<file path="src/rtl/anel_pkg.sv">
// Shared types and ring helpers for the twisted-ring controller.
// Optional ANEL_CHECK_EN adds the FIX state used for illegal-pattern recovery.
package anel_pkg;

  localparam int unsigned WIDTH_DEF = 5;
  localparam int unsigned WMAX      = 8;

  typedef enum logic [1:0] {
    S_IDLE = 2'd0,
    S_RUN  = 2'd1,
    S_DONE = 2'd2
`ifdef ANEL_CHECK_EN
    ,
    S_FIX  = 2'd3
`endif
  } state_t;

  // One Johnson step on the low msb+1 bits; upper bits return zero.
  function automatic logic [WMAX-1:0] johnson_next(
    input logic [WMAX-1:0] q,
    input logic            dir,
    input logic [2:0]      msb
  );
    logic [WMAX-1:0] n;
    logic [WMAX-1:0] m;
    m = '0;
    for (int i = 0; i < WMAX; i++) begin
      if (i <= int'(msb)) m[i] = 1'b1;
    end
    if (!dir) begin
      n      = q << 1;
      n[0]   = ~q[msb];
    end else begin
      n      = q >> 1;
      n[msb] = ~q[0];
    end
    return n & m;
  endfunction

  // Legal Johnson words have at most one 0/1 boundary.
  function automatic logic johnson_legal(
    input logic [WMAX-1:0] q,
    input logic [2:0]      msb
  );
    logic [3:0] t;
    t = '0;
    for (int i = 0; i < WMAX - 1; i++) begin
      if (i < int'(msb) && q[i] != q[i+1]) t = t + 4'd1;
    end
    return t <= 4'd1;
  endfunction

endpackage

</file>
<file path="src/rtl/anel_johnson_reg.sv">
// WIDTH-bit Johnson ring: sync zero > load > step, async clear to zero.
// Ports: clk, clear, load/load_val, step, dir, zero, q.
module anel_johnson_reg
  import anel_pkg::*;
#(
  parameter int unsigned WIDTH = WIDTH_DEF
) (
  input  logic             clk,
  input  logic             clear,
  input  logic             load,
  input  logic [WIDTH-1:0] load_val,
  input  logic             step,
  input  logic             dir,
  input  logic             zero,
  output logic [WIDTH-1:0] q
);

  localparam logic [2:0] MSB = 3'(WIDTH - 1);

  logic [WIDTH-1:0] q_q, q_d;
  logic [WMAX-1:0]  qx;
  logic [WMAX-1:0]  nx;
  logic             unused_nx;

  always_comb begin
    qx            = '0;
    qx[WIDTH-1:0] = q_q;
    nx            = johnson_next(qx, dir, MSB);
    q_d           = q_q;
    if (zero)      q_d = '0;
    else if (load) q_d = load_val;
    else if (step) q_d = nx[WIDTH-1:0];
  end

  assign unused_nx = ^nx;

  always_ff @(posedge clk or posedge clear) begin
    if (clear) q_q <= '0;
    else       q_q <= q_d;
  end

  assign q = q_q;

endmodule

</file>
<file path="src/rtl/anel_torcido_ctrl.sv">
// Twisted-ring run controller: IDLE/RUN/DONE (+FIX with ANEL_CHECK_EN).
// Ports: clk, clear, start, stop, dir, steps, load, load_val -> q, busy, done, err.
module anel_torcido_ctrl
  import anel_pkg::*;
#(
  parameter int unsigned WIDTH = WIDTH_DEF
) (
  input  logic             clk,
  input  logic             clear,
  input  logic             start,
  input  logic             stop,
  input  logic             dir,
  input  logic [3:0]       steps,
  input  logic             load,
  input  logic [WIDTH-1:0] load_val,
  output logic [WIDTH-1:0] q,
  output logic             busy,
  output logic             done,
  output logic             err
);

  state_t     state_q, state_d;
  logic [3:0] cnt_q, cnt_d;
  logic       busy_q, busy_d;
  logic       done_q, done_d;
  logic       r_load, r_step, r_zero;

`ifdef ANEL_CHECK_EN
  localparam logic [2:0] MSB = 3'(WIDTH - 1);
  logic            err_q, err_d;
  logic [WMAX-1:0] qx;
  logic            bad;

  always_comb begin
    qx            = '0;
    qx[WIDTH-1:0] = q;
    bad           = !johnson_legal(qx, MSB);
  end
`endif

  always_comb begin
    state_d = state_q;
    cnt_d   = cnt_q;
    r_load  = 1'b0;
    r_step  = 1'b0;
    r_zero  = 1'b0;
`ifdef ANEL_CHECK_EN
    err_d   = err_q;
`endif
    unique case (state_q)
      S_IDLE: begin
        if (load) begin
          r_load = 1'b1;
        end else if (start) begin
          state_d = S_RUN;
          cnt_d   = steps;
        end
      end
      S_RUN: begin
        if (stop) begin
          state_d = S_DONE;
          cnt_d   = '0;
        end else begin
          r_step = 1'b1;
          // zero count means free-run: never decremented
          if (cnt_q == 4'd1) begin
            state_d = S_DONE;
            cnt_d   = '0;
          end else if (cnt_q != 4'd0) begin
            cnt_d = 4'(cnt_q - 4'd1);
          end
        end
      end
      S_DONE: state_d = S_IDLE;
`ifdef ANEL_CHECK_EN
      S_FIX: begin
        r_zero  = 1'b1;
        state_d = S_IDLE;
      end
`endif
      default: state_d = S_IDLE;
    endcase
`ifdef ANEL_CHECK_EN
    // an illegal ring word overrides whatever the state wanted
    if (bad && state_q != S_FIX) begin
      state_d = S_FIX;
      err_d   = 1'b1;
      cnt_d   = '0;
      r_load  = 1'b0;
      r_step  = 1'b0;
    end
`endif
    busy_d = (state_d == S_RUN);
    done_d = (state_d == S_DONE);
  end

  always_ff @(posedge clk or posedge clear) begin
    if (clear) begin
      state_q <= S_IDLE;
      cnt_q   <= '0;
      busy_q  <= 1'b0;
      done_q  <= 1'b0;
`ifdef ANEL_CHECK_EN
      err_q   <= 1'b0;
`endif
    end else begin
      state_q <= state_d;
      cnt_q   <= cnt_d;
      busy_q  <= busy_d;
      done_q  <= done_d;
`ifdef ANEL_CHECK_EN
      err_q   <= err_d;
`endif
    end
  end

  anel_johnson_reg #(.WIDTH(WIDTH)) u_ring (
    .clk      (clk),
    .clear    (clear),
    .load     (r_load),
    .load_val (load_val),
    .step     (r_step),
    .dir      (dir),
    .zero     (r_zero),
    .q        (q)
  );

  assign busy = busy_q;
  assign done = done_q;
`ifdef ANEL_CHECK_EN
  assign err  = err_q;
`else
  assign err  = 1'b0;
`endif

endmodule

</file>
<file path="config.mk">
export PLATFORM = sky130hd
export DESIGN_NAME = anel_torcido_ctrl
export DESIGN_NICKNAME = d
export VERILOG_FILES = /design/src/rtl/anel_pkg.sv /design/src/rtl/anel_johnson_reg.sv /design/src/rtl/anel_torcido_ctrl.sv
export SDC_FILE = /design/constraint.sdc
export NUM_CORES = 1
export LEC_CHECK = 0
export CORE_MARGIN = 1
export CORE_UTILIZATION = 49
export CTS_CLUSTER_DIAMETER = 80
export DETAILED_ROUTE_END_ITERATION = 7
export PLACE_DENSITY = 0.92
export SYNTH_ARGS = -nofsm -noshare
export SYNTH_HDL_FRONTEND = slang
export SYNTH_SLANG_ARGS = --single-unit
</file>
<file path="constraint.sdc">
create_clock -name clk -period 2.65 [get_ports clk]
set_input_delay 0.53 -clock clk [delete_from_list [all_inputs] [get_ports clk]]
set_output_delay 0.53 -clock clk [all_outputs]
set_load 0.01 [all_outputs]
</file>
==> report_table.html, run 1 <==
<table>
<tr><th>Metric</th><th>Value</th></tr>
<tr><th colspan="2">Clocking</th></tr>
<tr><td>Root buffer cell</td><td>sky130_fd_sc_hd__clkbuf_4</td></tr>
<tr><td>CTS clock-pin slew for the worst setup and hold paths</td><td>80 ps</td></tr>
<tr><td>Number of buffers on the longest clock path</td><td>2</td></tr>
<tr><td>Number of levels the H-tree was split into</td><td>1</td></tr>
<tr><td>Number of buffers inserted by hold repair at cts</td><td>0</td></tr>
<tr><td>Post-CTS setup buffers</td><td>0</td></tr>
<tr><td>Post-cts repair resize count</td><td>0</td></tr>
<tr><td>Clk Latency, worst-skew pair</td><td>270 ps</td></tr>
<tr><td>Total CTS buffers</td><td>3</td></tr>
<tr><td>Clock tree from TritonCTS</td><td>yes</td></tr>
<tr><td>Clk sink count</td><td>13</td></tr>
<tr><th colspan="2">Pwr</th></tr>
<tr><td>Power Total</td><td>869 uW</td></tr>
<tr><td>Max VDD drop</td><td>464 uV</td></tr>
<tr><td>Static power due to leakage</td><td>0.000437 uW</td></tr>
<tr><td>Power per unit of standard cell area</td><td>855 mW/mm2</td></tr>
<tr><th colspan="2">Global route</th></tr>
<tr><td>Vias in the first global route</td><td>576</td></tr>
<tr><td>Antenna violations before repair</td><td>0</td></tr>
<tr><td>Global route overflow</td><td>0</td></tr>
<tr><td>First-pass GRT wire length</td><td>2530 um</td></tr>
<tr><td>Maximum number of pins on one net before global-route repair</td><td>14</td></tr>
<tr><td>Tot GR Track Use</td><td>18.7%</td></tr>
<tr><th colspan="2">Logic synthesis</th></tr>
<tr><td>Number of cells produced by synthesis</td><td>82</td></tr>
<tr><td>Number of flip-flops and latches in the synthesized netlist</td><td>13</td></tr>
<tr><td>Number of library cell types mapped by synthesis</td><td>25</td></tr>
<tr><td>Number of synthesis warnings</td><td>0</td></tr>
<tr><td>Syn Area/Cell</td><td>9.61 um2</td></tr>
<tr><td>Combined area of all synthesized cells</td><td>788 um2</td></tr>
<tr><td>Share of synthesized area occupied by flip-flops and latches</td><td>41.3%</td></tr>
<tr><td>Synthesized Nets</td><td>99</td></tr>
<tr><th colspan="2">Die</th></tr>
<tr><td>Die Outline Area</td><td>0.00177 mm2</td></tr>
<tr><td>Standard-cell rows</td><td>14</td></tr>
<tr><td>IO Pins</td><td>23</td></tr>
<tr><td>Initial core utilization</td><td>52.3%</td></tr>
<tr><td>Die outline height</td><td>42.1 um</td></tr>
<tr><td>Placeable core region</td><td>0.00151 mm2</td></tr>
<tr><td>Chip Width</td><td>42.1 um</td></tr>
<tr><th colspan="2">Layout</th></tr>
<tr><td>Fraction of layout cells with a size suffix above 1</td><td>15.4%</td></tr>
<tr><td>Nets@finish</td><td>122</td></tr>
<tr><td>Count of antenna diodes in the layout</td><td>0</td></tr>
<tr><td>Final-layout fill cell count</td><td>125</td></tr>
<tr><td>Area Overhead vs Synth</td><td>28.9%</td></tr>
<tr><td>Commonest cells after routing, fill and taps aside</td><td>sky130_fd_sc_hd__clkdlybuf4s50_1 (21), sky130_fd_sc_hd__nor2_1 (15), sky130_fd_sc_hd__dfrtp_1 (13)</td></tr>
<tr><td>Most common cell after layout, fill and taps aside</td><td>sky130_fd_sc_hd__clkdlybuf4s50_1</td></tr>
<tr><th colspan="2">Worst setup path</th></tr>
<tr><td>Critical path, cell by cell</td><td>clkdlybuf4s50_1</td></tr>
<tr><td>CP arrival</td><td>1230 ps</td></tr>
<tr><td>WP buf/inv</td><td>1</td></tr>
<tr><td>Start-to-end type of the worst setup path</td><td>flop to output port</td></tr>
<tr><td>Crit path capture type</td><td>output port</td></tr>
<tr><td>Cell type group with the largest total delay on the critical path</td><td>buffers and inverters</td></tr>
<tr><td>Largest fanout on the critical path</td><td>4</td></tr>
<tr><td>Crit-path max cell delay</td><td>560 ps</td></tr>
<tr><td>Crit start category</td><td>flop</td></tr>
<tr><td>Crit path max-delay cell type</td><td>sky130_fd_sc_hd__clkdlybuf4s50_1</td></tr>
<tr><td>Critical path required time</td><td>2120 ps</td></tr>
<tr><th colspan="2">Routing</th></tr>
<tr><td>Initial DRT Pass Iterations</td><td>4</td></tr>
<tr><td>DRT iter0 DRCs</td><td>11</td></tr>
<tr><td>Vias per cell</td><td>5.61</td></tr>
<tr><td>Routed wire length per instance</td><td>12.8 um</td></tr>
<tr><td>Total via count after detailed routing</td><td>673</td></tr>
<tr><td>Number of nets still failing antenna checks after routing</td><td>0</td></tr>
<tr><td>Final Routed Wirelength</td><td>1540 um</td></tr>
<tr><td>Final routed DRC violation total</td><td>0</td></tr>
<tr><th colspan="2">STA</th></tr>
<tr><td>Setup Total Neg Slack</td><td>0 ps</td></tr>
<tr><td>Worst hold margin</td><td>579 ps</td></tr>
<tr><td>Endpoints failing setup</td><td>0</td></tr>
<tr><td>Post-layout minimum cycle time</td><td>1760 ps</td></tr>
<tr><td>RSZ-0062 raised after global routing</td><td>no</td></tr>
<tr><td>Final Hold Viols</td><td>0</td></tr>
<tr><td>Max Clock Skew</td><td>4.24 ps</td></tr>
<tr><td>Slew Viols, Final</td><td>0</td></tr>
<tr><td>Achievable frequency</td><td>568 MHz</td></tr>
<tr><td>Ratio of final minimum period to clock period</td><td>66.5%</td></tr>
<tr><th colspan="2">Hold path</th></tr>
<tr><td>Type of the worst min-delay path</td><td>primary input to asynchronous set/reset pin</td></tr>
<tr><th colspan="2">Place</th></tr>
<tr><td>Detailed Place HPWL</td><td>1220 um</td></tr>
<tr><td>Final weighted congestion of routability-driven global placement</td><td>0.863</td></tr>
<tr><td>Port Buf Inserts</td><td>21</td></tr>
<tr><th colspan="2">Flow run</th></tr>
<tr><td>Max-cap violations</td><td>0</td></tr>
<tr><th colspan="2">Status</th></tr>
<tr><td>Result of the run</td><td>finished clean</td></tr>
</table>
[through the flow]
step | cell area [um2] | util (%) | cells | setup slack, ps
5_1_grt | 1020 | 67.4 | 120 | 811
3_5_place_dp | 988 | 65.6 | 116 | 629
3_3_place_gp | 988 | 65.6 | 116 | 672
6_report | 1020 | 67.4 | 120 | 889
2_1_floorplan | 788 | - | 82 | 1060
4_1_cts | 1020 | 67.4 | 120 | 877
[per-layer routing]
metal | GRT usage (%) | vias to the layer above | routed length (um)
met2 | 31.3 | 22 | 793
met3 | 3.88 | 2 | 67
met5 | 0 | - | 0
met4 | 3.75 | 0 | 3
li1 | - | 326 | -
met1 | 25.2 | 323 | 677
[synth_stat cells]
cell,instances,area (um2)
sky130_fd_sc_hd__a22oi_1,2,15.0
sky130_fd_sc_hd__nor3_1,1,5.00
sky130_fd_sc_hd__a21oi_2,2,17.5
sky130_fd_sc_hd__o21ai_0,1,5.00
sky130_fd_sc_hd__buf_4,2,15.0
sky130_fd_sc_hd__a21oi_1,10,50.1
sky130_fd_sc_hd__inv_1,4,15.0
sky130_fd_sc_hd__o21ai_2,1,8.76
sky130_fd_sc_hd__a22o_1,2,17.5
sky130_fd_sc_hd__conb_1,1,3.75
sky130_fd_sc_hd__mux2i_1,3,30.0
sky130_fd_sc_hd__or3b_4,1,11.3
sky130_fd_sc_hd__nand2b_1,3,18.8
sky130_fd_sc_hd__nor4b_2,1,15.0
sky130_fd_sc_hd__dfrtp_1,13,325
sky130_fd_sc_hd__o21ai_1,4,20.0
sky130_fd_sc_hd__nand2_1,5,18.8
sky130_fd_sc_hd__ha_1,2,25.0
sky130_fd_sc_hd__nor3b_1,1,7.51
sky130_fd_sc_hd__or2b_4,1,11.3
sky130_fd_sc_hd__mux2_2,2,22.5
sky130_fd_sc_hd__a221oi_4,1,26.3
sky130_fd_sc_hd__nor2_1,15,56.3
sky130_fd_sc_hd__buf_6,2,22.5
sky130_fd_sc_hd__nor3b_2,2,25.0
[logic make-up after synthesis]
kind of cell,after synthesis,synth area share (%)
other cells,1,0.476
buf+inv,8,6.67
fa+ha+maj,2,3.17
mux,5,6.67
simple gates,30,21.4
compound gates,23,20.3
flops,13,41.3
[sequential cells by signal, summed over array words and instances (netlist names)]
register	count
u_ring.q	5
state_q	2
busy	1
cnt_q	4
done	1
[report_power, final]
group,switching [uW],internal (uW)
clock network,64.3,55.8
logic,179,212
registers,86.9,271
total,330,539
[worst paths after layout]
check | startpoint | end | slack, ps | cells after the start
worst min-delay path | clear | cnt_q[0] | 580 | 2
max in group asynchronous | clear | u_ring.q[2] | 1730 | 2
min in group clk | cnt_q[1] | cnt_q[1] | 580 | 2
worst max-delay path | u_ring.q[4] | q[4] | 890 | 1
worst min register to register | cnt_q[1] | cnt_q[1] | 580 | 2
worst max register to register | cnt_q[0] | cnt_q[2] | 890 | 6
[area by class of cell]
class	count	area, um2	share of cell area (%)
Inverter	4	15.0	1.48
Clock inverter	1	5.00	0.493
Timing Repair Buffer	22	218	21.4
Multi-Input combinational cell	61	410	40.4
Clock buffer	3	22.5	2.22
Sequential cell	13	325	32.0
Tap cell	16	20.0	1.97
(Power assumes the default switching activity.)
==> run 2: changes to the inputs <==
CORE_UTILIZATION = 45   (was 49)
PLACE_DENSITY = 0.87   (was 0.92)
clock period = 1.65 ns   (was 2.65 ns; I/O delays follow)
==> report_table.html, run 2 (same netlist as run 1, synthesis figures left out) <==
<table>
<tr><th>Metric</th><th>Value</th></tr>
<tr><th colspan="2">Status</th></tr>
<tr><td>Result of the run</td><td>complete, but fails checks</td></tr>
<tr><td>Violated checks</td><td>DRC</td></tr>
<tr><th colspan="2">Global route</th></tr>
<tr><td>First-pass GRT wire length</td><td>2770 um</td></tr>
<tr><td>Antenna violations before repair</td><td>0</td></tr>
<tr><td>Maximum number of pins on one net before global-route repair</td><td>14</td></tr>
<tr><td>Vias in the first global route</td><td>635</td></tr>
<tr><td>Tot GR Track Use</td><td>19.9%</td></tr>
<tr><td>Global route overflow</td><td>0</td></tr>
<tr><th colspan="2">Layout</th></tr>
<tr><td>Final core utilization</td><td>68.8%</td></tr>
<tr><td>Commonest cells after routing, fill and taps aside</td><td>sky130_fd_sc_hd__clkdlybuf4s50_1 (21), sky130_fd_sc_hd__nor2_1 (15), sky130_fd_sc_hd__dfrtp_1 (13)</td></tr>
<tr><td>Most common cell after layout, fill and taps aside</td><td>sky130_fd_sc_hd__clkdlybuf4s50_1</td></tr>
<tr><td>Area Overhead vs Synth</td><td>37.6%</td></tr>
<tr><td>Nets@finish</td><td>129</td></tr>
<tr><td>Final-layout fill cell count</td><td>115</td></tr>
<tr><td>Non-filler cells, final</td><td>127</td></tr>
<tr><td>Fraction of layout cells with a size suffix above 1</td><td>22.5%</td></tr>
<tr><td>Post-route design area</td><td>0.00108 mm2</td></tr>
<tr><td>Count of antenna diodes in the layout</td><td>0</td></tr>
<tr><td>Number of flip-flops in the largest register</td><td>5</td></tr>
<tr><th colspan="2">Routing</th></tr>
<tr><td>Final routed DRC violation total</td><td>1</td></tr>
<tr><td>Final Routed Wirelength</td><td>1710 um</td></tr>
<tr><td>DRT iter0 DRCs</td><td>19</td></tr>
<tr><td>Initial DRT Pass Iterations</td><td>6</td></tr>
<tr><td>Total via count after detailed routing</td><td>683</td></tr>
<tr><td>Number of nets still failing antenna checks after routing</td><td>0</td></tr>
<tr><td>Vias per cell</td><td>5.38</td></tr>
<tr><td>Routed wire length per instance</td><td>13.5 um</td></tr>
<tr><th colspan="2">Die</th></tr>
<tr><td>Placeable core region</td><td>0.00158 mm2</td></tr>
<tr><td>Initial core utilization</td><td>50.0%</td></tr>
<tr><td>Standard-cell rows</td><td>14</td></tr>
<tr><td>Die outline height</td><td>43.9 um</td></tr>
<tr><td>Chip Width</td><td>43.9 um</td></tr>
<tr><td>IO Pins</td><td>23</td></tr>
<tr><td>Die Outline Area</td><td>0.00192 mm2</td></tr>
<tr><th colspan="2">Place</th></tr>
<tr><td>Port Buf Inserts</td><td>21</td></tr>
<tr><td>Cell area after placement</td><td>0.00103 mm2</td></tr>
<tr><td>Detailed Place HPWL</td><td>1290 um</td></tr>
<tr><td>Cell count after placement</td><td>122</td></tr>
<tr><td>Final weighted congestion of routability-driven global placement</td><td>0.789</td></tr>
<tr><th colspan="2">STA</th></tr>
<tr><td>Post-layout minimum cycle time</td><td>1590 ps</td></tr>
<tr><td>RSZ-0062 raised after global routing</td><td>yes</td></tr>
<tr><td>Worst hold margin</td><td>365 ps</td></tr>
<tr><td>Ratio of final minimum period to clock period</td><td>96.2%</td></tr>
<tr><td>Endpoints failing setup</td><td>0</td></tr>
<tr><td>Achievable frequency</td><td>630 MHz</td></tr>
<tr><td>Max Clock Skew</td><td>11.1 ps</td></tr>
<tr><td>Final Hold Viols</td><td>0</td></tr>
<tr><td>Slew Viols, Final</td><td>0</td></tr>
<tr><th colspan="2">Pwr</th></tr>
<tr><td>Power per unit of standard cell area</td><td>1380 mW/mm2</td></tr>
<tr><td>Static power due to leakage</td><td>0.000466 uW</td></tr>
<tr><td>Max VDD drop</td><td>782 uV</td></tr>
<tr><th colspan="2">Flow run</th></tr>
<tr><td>Max-cap violations</td><td>0</td></tr>
<tr><th colspan="2">Worst setup path</th></tr>
<tr><td>R2R Path End</td><td>cnt_q[3]</td></tr>
<tr><td>Start-to-end type of the worst setup path</td><td>flop to flop</td></tr>
<tr><td>Largest fanout on the critical path</td><td>6</td></tr>
<tr><td>CP arrival</td><td>1780 ps</td></tr>
<tr><td>Register-to-Register Setup Slack</td><td>60 ps</td></tr>
<tr><td>Critical path required time</td><td>1840 ps</td></tr>
<tr><td>Worst R2R Start</td><td>cnt_q[0]</td></tr>
<tr><td>Crit start category</td><td>flop</td></tr>
<tr><td>Reg2Reg Depth</td><td>7</td></tr>
<tr><td>Crit path capture type</td><td>flop</td></tr>
<tr><th colspan="2">Clocking</th></tr>
<tr><td>Clk Latency, worst-skew pair</td><td>280 ps</td></tr>
<tr><td>Clock tree from TritonCTS</td><td>yes</td></tr>
<tr><td>Number of levels the H-tree was split into</td><td>1</td></tr>
<tr><td>Root buffer cell</td><td>sky130_fd_sc_hd__clkbuf_4</td></tr>
<tr><td>Clk sink count</td><td>13</td></tr>
<tr><td>Total CTS buffers</td><td>3</td></tr>
<tr><td>Number of buffers inserted by hold repair at cts</td><td>0</td></tr>
<tr><td>CTS clock-pin slew for the worst setup and hold paths</td><td>80 ps</td></tr>
<tr><td>Number of buffers on the longest clock path</td><td>2</td></tr>
<tr><th colspan="2">Hold path</th></tr>
<tr><td>Type of the worst min-delay path</td><td>primary input to asynchronous set/reset pin</td></tr>
</table>
==> run 2: cell types whose count changed in the layout (fill, tap and decap cells not counted), sizes merged <==
cell and delta:
buf +7, clkinv -1, clkbuf +1
==> run 2: how the worst max path moves through the flow <==
stage              from          end  slack, ps  cells past startpoint
2_1_floorplan  cnt_q[0]     cnt_q[2]         60                      6
3_3_place_gp       stop  u_ring.q[0]        -70                      5
3_5_place_dp       stop     cnt_q[0]       -120                      6
4_1_cts        cnt_q[0]     cnt_q[3]          4                      7
5_1_grt        cnt_q[0]     cnt_q[3]        -40                      7
6_report       cnt_q[0]     cnt_q[3]         60                      7
==> run 2: metrics by stage <==
| stage | power [uW] | TNS, ps | setup slack, ps |
|---|---|---|---|
| 2_1_floorplan | 970 | 0 | 57.9 |
| 3_3_place_gp | 1210 | -371 | -67.1 |
| 3_5_place_dp | 1250 | -761 | -118 |
| 4_1_cts | 1450 | 0 | 3.66 |
| 5_1_grt | 1600 | -55.8 | -38.3 |
| 6_report | 1490 | 0 | 62.1 |
==> run 2: power breakdown <==
group,switching (uW),total (uW),internal [uW],leakage [uW]
Combinational,315,714,399,0.000291
Clock,98.9,193,93.7,0.0000150
Sequential,153,588,435,0.000160
==> run 2: cell type report <==
class / count / area, um2 / share of cell area, %
clock buffers: 4 / 26.3 / 2.42
inverters: 4 / 15.0 / 1.38
multi-input cells: 61 / 424 / 39.1
flip-flops and latches: 13 / 325 / 30.0
well taps: 16 / 20.0 / 1.85
repair buffers: 29 / 274 / 25.3
==> run 2: critical path: stages (launching register included) <==
cell and delay (ps):
sky130_fd_sc_hd__dfrtp_1 440, sky130_fd_sc_hd__inv_2 60, sky130_fd_sc_hd__ha_2 180, sky130_fd_sc_hd__nor4b_4 130
sky130_fd_sc_hd__a221oi_4 360, sky130_fd_sc_hd__buf_6 170, sky130_fd_sc_hd__nor2_1 40, sky130_fd_sc_hd__a21oi_1 130
==> run 2: repair_timing <==
item | 4_1_cts | 5_1_grt
resized for setup | 1 | 4
endpoints found under the setup margin | 2 | 4
pin swaps | 1 | 1
buffers inserted | 0 | 1
==> run 2: layer usage <==
layer  part of all wire (%)  track usage (%)  vias to the layer above
li1                       -                -                      340
met1                     45             24.3                      327
met2                     51             33.4                       14
met3                    4.3             6.67                        2
met4                   0.58             5.45                        0
met5                      0                0                        -
==> run 3: changes to the inputs <==
clock period = 1.6 ns   (was 1.65 ns; I/O delays follow)
==> report_table.html, run 3 (same netlist as run 1, synthesis figures left out) <==
<table>
<tr><th>Metric</th><th>Value</th></tr>
<tr><th colspan="2">STA</th></tr>
<tr><td>RSZ-0062 raised after global routing</td><td>yes</td></tr>
<tr><td>Headroom to the max-slew limit</td><td>65.5%</td></tr>
<tr><td>Least setup slack across all paths after layout</td><td>-14.9 ps</td></tr>
<tr><td>Actual slew at the worst max-slew pin</td><td>517 ps</td></tr>
<tr><td>Slew Viols, Final</td><td>0</td></tr>
<tr><td>Final Hold Viols</td><td>0</td></tr>
<tr><td>Endpoints failing setup</td><td>1</td></tr>
<tr><td>Post-layout minimum cycle time</td><td>1610 ps</td></tr>
<tr><td>Achievable frequency</td><td>619 MHz</td></tr>
<tr><td>Max Clock Skew</td><td>4.93 ps</td></tr>
<tr><td>Setup Total Neg Slack</td><td>-14.9 ps</td></tr>
<tr><td>Ratio of final minimum period to clock period</td><td>101%</td></tr>
<tr><th colspan="2">Status</th></tr>
<tr><td>Violated checks</td><td>DRC, setup timing</td></tr>
<tr><td>Result of the run</td><td>complete, but fails checks</td></tr>
<tr><th colspan="2">Worst setup path</th></tr>
<tr><td>Start-to-end type of the worst setup path</td><td>flop to flop</td></tr>
<tr><td>Crit path max-delay cell type</td><td>sky130_fd_sc_hd__dfrtp_1</td></tr>
<tr><td>CP arrival</td><td>1810 ps</td></tr>
<tr><td>Critical path, cell by cell</td><td>inv_2 &gt; ha_4 &gt; nor4b_4 &gt; a221oi_4 &gt; buf_6 &gt; nor2_2 &gt; a21oi_1</td></tr>
<tr><td>Register-to-Register Setup Slack</td><td>-10 ps</td></tr>
<tr><td>Largest fanout on the critical path</td><td>6</td></tr>
<tr><td>WP buf/inv</td><td>2</td></tr>
<tr><td>Critical path required time</td><td>1800 ps</td></tr>
<tr><td>Cell type group with the largest total delay on the critical path</td><td>compound AO/OA/AOI/OAI gates</td></tr>
<tr><td>Worst setup path startpoint</td><td>cnt_q[0]</td></tr>
<tr><td>Crit-path max cell delay</td><td>440 ps</td></tr>
<tr><td>Worst R2R Start</td><td>cnt_q[0]</td></tr>
<tr><td>Crit start category</td><td>flop</td></tr>
<tr><td>Crit path capture type</td><td>flop</td></tr>
<tr><th colspan="2">Layout</th></tr>
<tr><td>Nets@finish</td><td>134</td></tr>
<tr><td>Number of flip-flops in the largest register</td><td>5</td></tr>
<tr><td>Final-layout fill cell count</td><td>107</td></tr>
<tr><td>Post-route design area</td><td>0.00115 mm2</td></tr>
<tr><td>Combined area of the multi-input logic cells</td><td>455 um2</td></tr>
<tr><td>Fraction of layout cells with a size suffix above 1</td><td>29.3%</td></tr>
<tr><td>Count of antenna diodes in the layout</td><td>0</td></tr>
<tr><td>Area Overhead vs Synth</td><td>46.3%</td></tr>
<tr><td>Commonest cells after routing, fill and taps aside</td><td>sky130_fd_sc_hd__clkdlybuf4s50_1 (21), sky130_fd_sc_hd__dfrtp_1 (13), sky130_fd_sc_hd__nor2_1 (12), sky130_fd_sc_hd__buf_4 (12), sky130_fd_sc_hd__a21oi_1 (9)</td></tr>
<tr><td>Area occupied by registers</td><td>325 um2</td></tr>
<tr><td>Final core utilization</td><td>73.2%</td></tr>
<tr><td>Most common cell after layout, fill and taps aside</td><td>sky130_fd_sc_hd__clkdlybuf4s50_1</td></tr>
<tr><th colspan="2">Pwr</th></tr>
<tr><td>Max VDD drop</td><td>882 uV</td></tr>
<tr><td>Power per unit of standard cell area</td><td>1500 mW/mm2</td></tr>
<tr><td>Static power due to leakage</td><td>0.000494 uW</td></tr>
<tr><td>Power Total</td><td>1730 uW</td></tr>
<tr><th colspan="2">Routing</th></tr>
<tr><td>Final routed DRC violation total</td><td>1</td></tr>
<tr><td>Initial DRT Pass Iterations</td><td>6</td></tr>
<tr><td>DRT iter0 DRCs</td><td>12</td></tr>
<tr><td>Final Routed Wirelength</td><td>2090 um</td></tr>
<tr><td>Number of nets still failing antenna checks after routing</td><td>0</td></tr>
<tr><td>Total via count after detailed routing</td><td>746</td></tr>
<tr><td>Vias per cell</td><td>5.65</td></tr>
<tr><td>Routed wire length per instance</td><td>15.8 um</td></tr>
<tr><th colspan="2">Clocking</th></tr>
<tr><td>Number of levels the H-tree was split into</td><td>1</td></tr>
<tr><td>Clk Latency, worst-skew pair</td><td>270 ps</td></tr>
<tr><td>Root buffer cell</td><td>sky130_fd_sc_hd__clkbuf_4</td></tr>
<tr><td>Clock tree from TritonCTS</td><td>yes</td></tr>
<tr><td>Clk sink count</td><td>13</td></tr>
<tr><td>CTS clock-pin slew for the worst setup and hold paths</td><td>90 ps</td></tr>
<tr><td>Number of buffers on the longest clock path</td><td>2</td></tr>
<tr><td>Total CTS buffers</td><td>3</td></tr>
<tr><th colspan="2">Place</th></tr>
<tr><td>Placement-stage worst setup slack</td><td>-166 ps</td></tr>
<tr><td>Cell area after placement</td><td>0.00106 mm2</td></tr>
<tr><td>Port Buf Inserts</td><td>21</td></tr>
<tr><td>Final weighted congestion of routability-driven global placement</td><td>0.786</td></tr>
<tr><td>Detailed Place HPWL</td><td>1380 um</td></tr>
<tr><th colspan="2">Flow run</th></tr>
<tr><td>Max-cap violations</td><td>0</td></tr>
<tr><th colspan="2">Global route</th></tr>
<tr><td>First-pass GRT wire length</td><td>3050 um</td></tr>
<tr><td>Tot GR Track Use</td><td>21.5%</td></tr>
<tr><td>Vias in the first global route</td><td>691</td></tr>
<tr><td>Maximum number of pins on one net before global-route repair</td><td>14</td></tr>
<tr><td>Global route overflow</td><td>0</td></tr>
<tr><td>Antenna violations before repair</td><td>0</td></tr>
<tr><th colspan="2">Hold path</th></tr>
<tr><td>Type of the worst min-delay path</td><td>primary input to asynchronous set/reset pin</td></tr>
<tr><th colspan="2">Die</th></tr>
<tr><td>Initial core utilization</td><td>50.0%</td></tr>
<tr><td>Die outline height</td><td>43.9 um</td></tr>
<tr><td>Die Outline Area</td><td>0.00192 mm2</td></tr>
<tr><td>Chip Width</td><td>43.9 um</td></tr>
<tr><td>Placeable core region</td><td>0.00158 mm2</td></tr>
<tr><td>IO Pins</td><td>23</td></tr>
<tr><td>Standard-cell rows</td><td>14</td></tr>
</table>
## run 3: final cells by class
class	count	area share, %
clock buffers	4	2.28
multi-input cells	61	39.5
flip-flops and latches	13	28.2
repair buffers	34	27.0
inverters	4	1.30
well taps	16	1.74
## run 3: worst register-to-register path, delay by kind of cell, from the launching register on
family / cells / cell delay (ps)
compound gates: 2 / 500
fa+ha+maj: 1 / 160
buf+inv: 2 / 270
flops: 1 / 440
simple gates: 2 / 170
## run 3: path summary, 6_finish.rpt
check	end	depth (start not counted)
max	cnt_q[0]	7
min	u_ring.q[4]	2
max reg2reg	cnt_q[0]	7
min reg2reg	u_ring.q[1]	2
max in group asynchronous	state_q[1]	2
min in group clk	u_ring.q[3]	3
## run 3: stage by stage
stage                     std cells  hold slack, ps
after floorplan                  82             197
final                           132             367
after detailed placement        125             586
after global placement          125             586
after CTS                       129             383
after global routing            132             403
## run 3: what timing repair did
action / CTS / global route
pin swaps: 1 / 2
hold buffers: 0 / 0
setup endpoints to repair: 3 / 5
setup buffers: 0 / 3
gates resized for setup: 3 / 8
## run 3: routing by layer
layer | vias to the layer above | routed length (um) | track usage (%)
li1 | 350 | - | -
met2 | 17 | 1040 | 34.6
met3 | 2 | 60 | 4.17
met5 | - | 0 | 0
met1 | 377 | 975 | 27.9
met4 | 0 | 9 | 9.70
## run 3: where the power goes
group,leakage (uW),switching (uW),internal [uW]
Sequential,0.000160,146,448
Combinational,0.000319,414,511
Clock,0.0000150,111,96.6
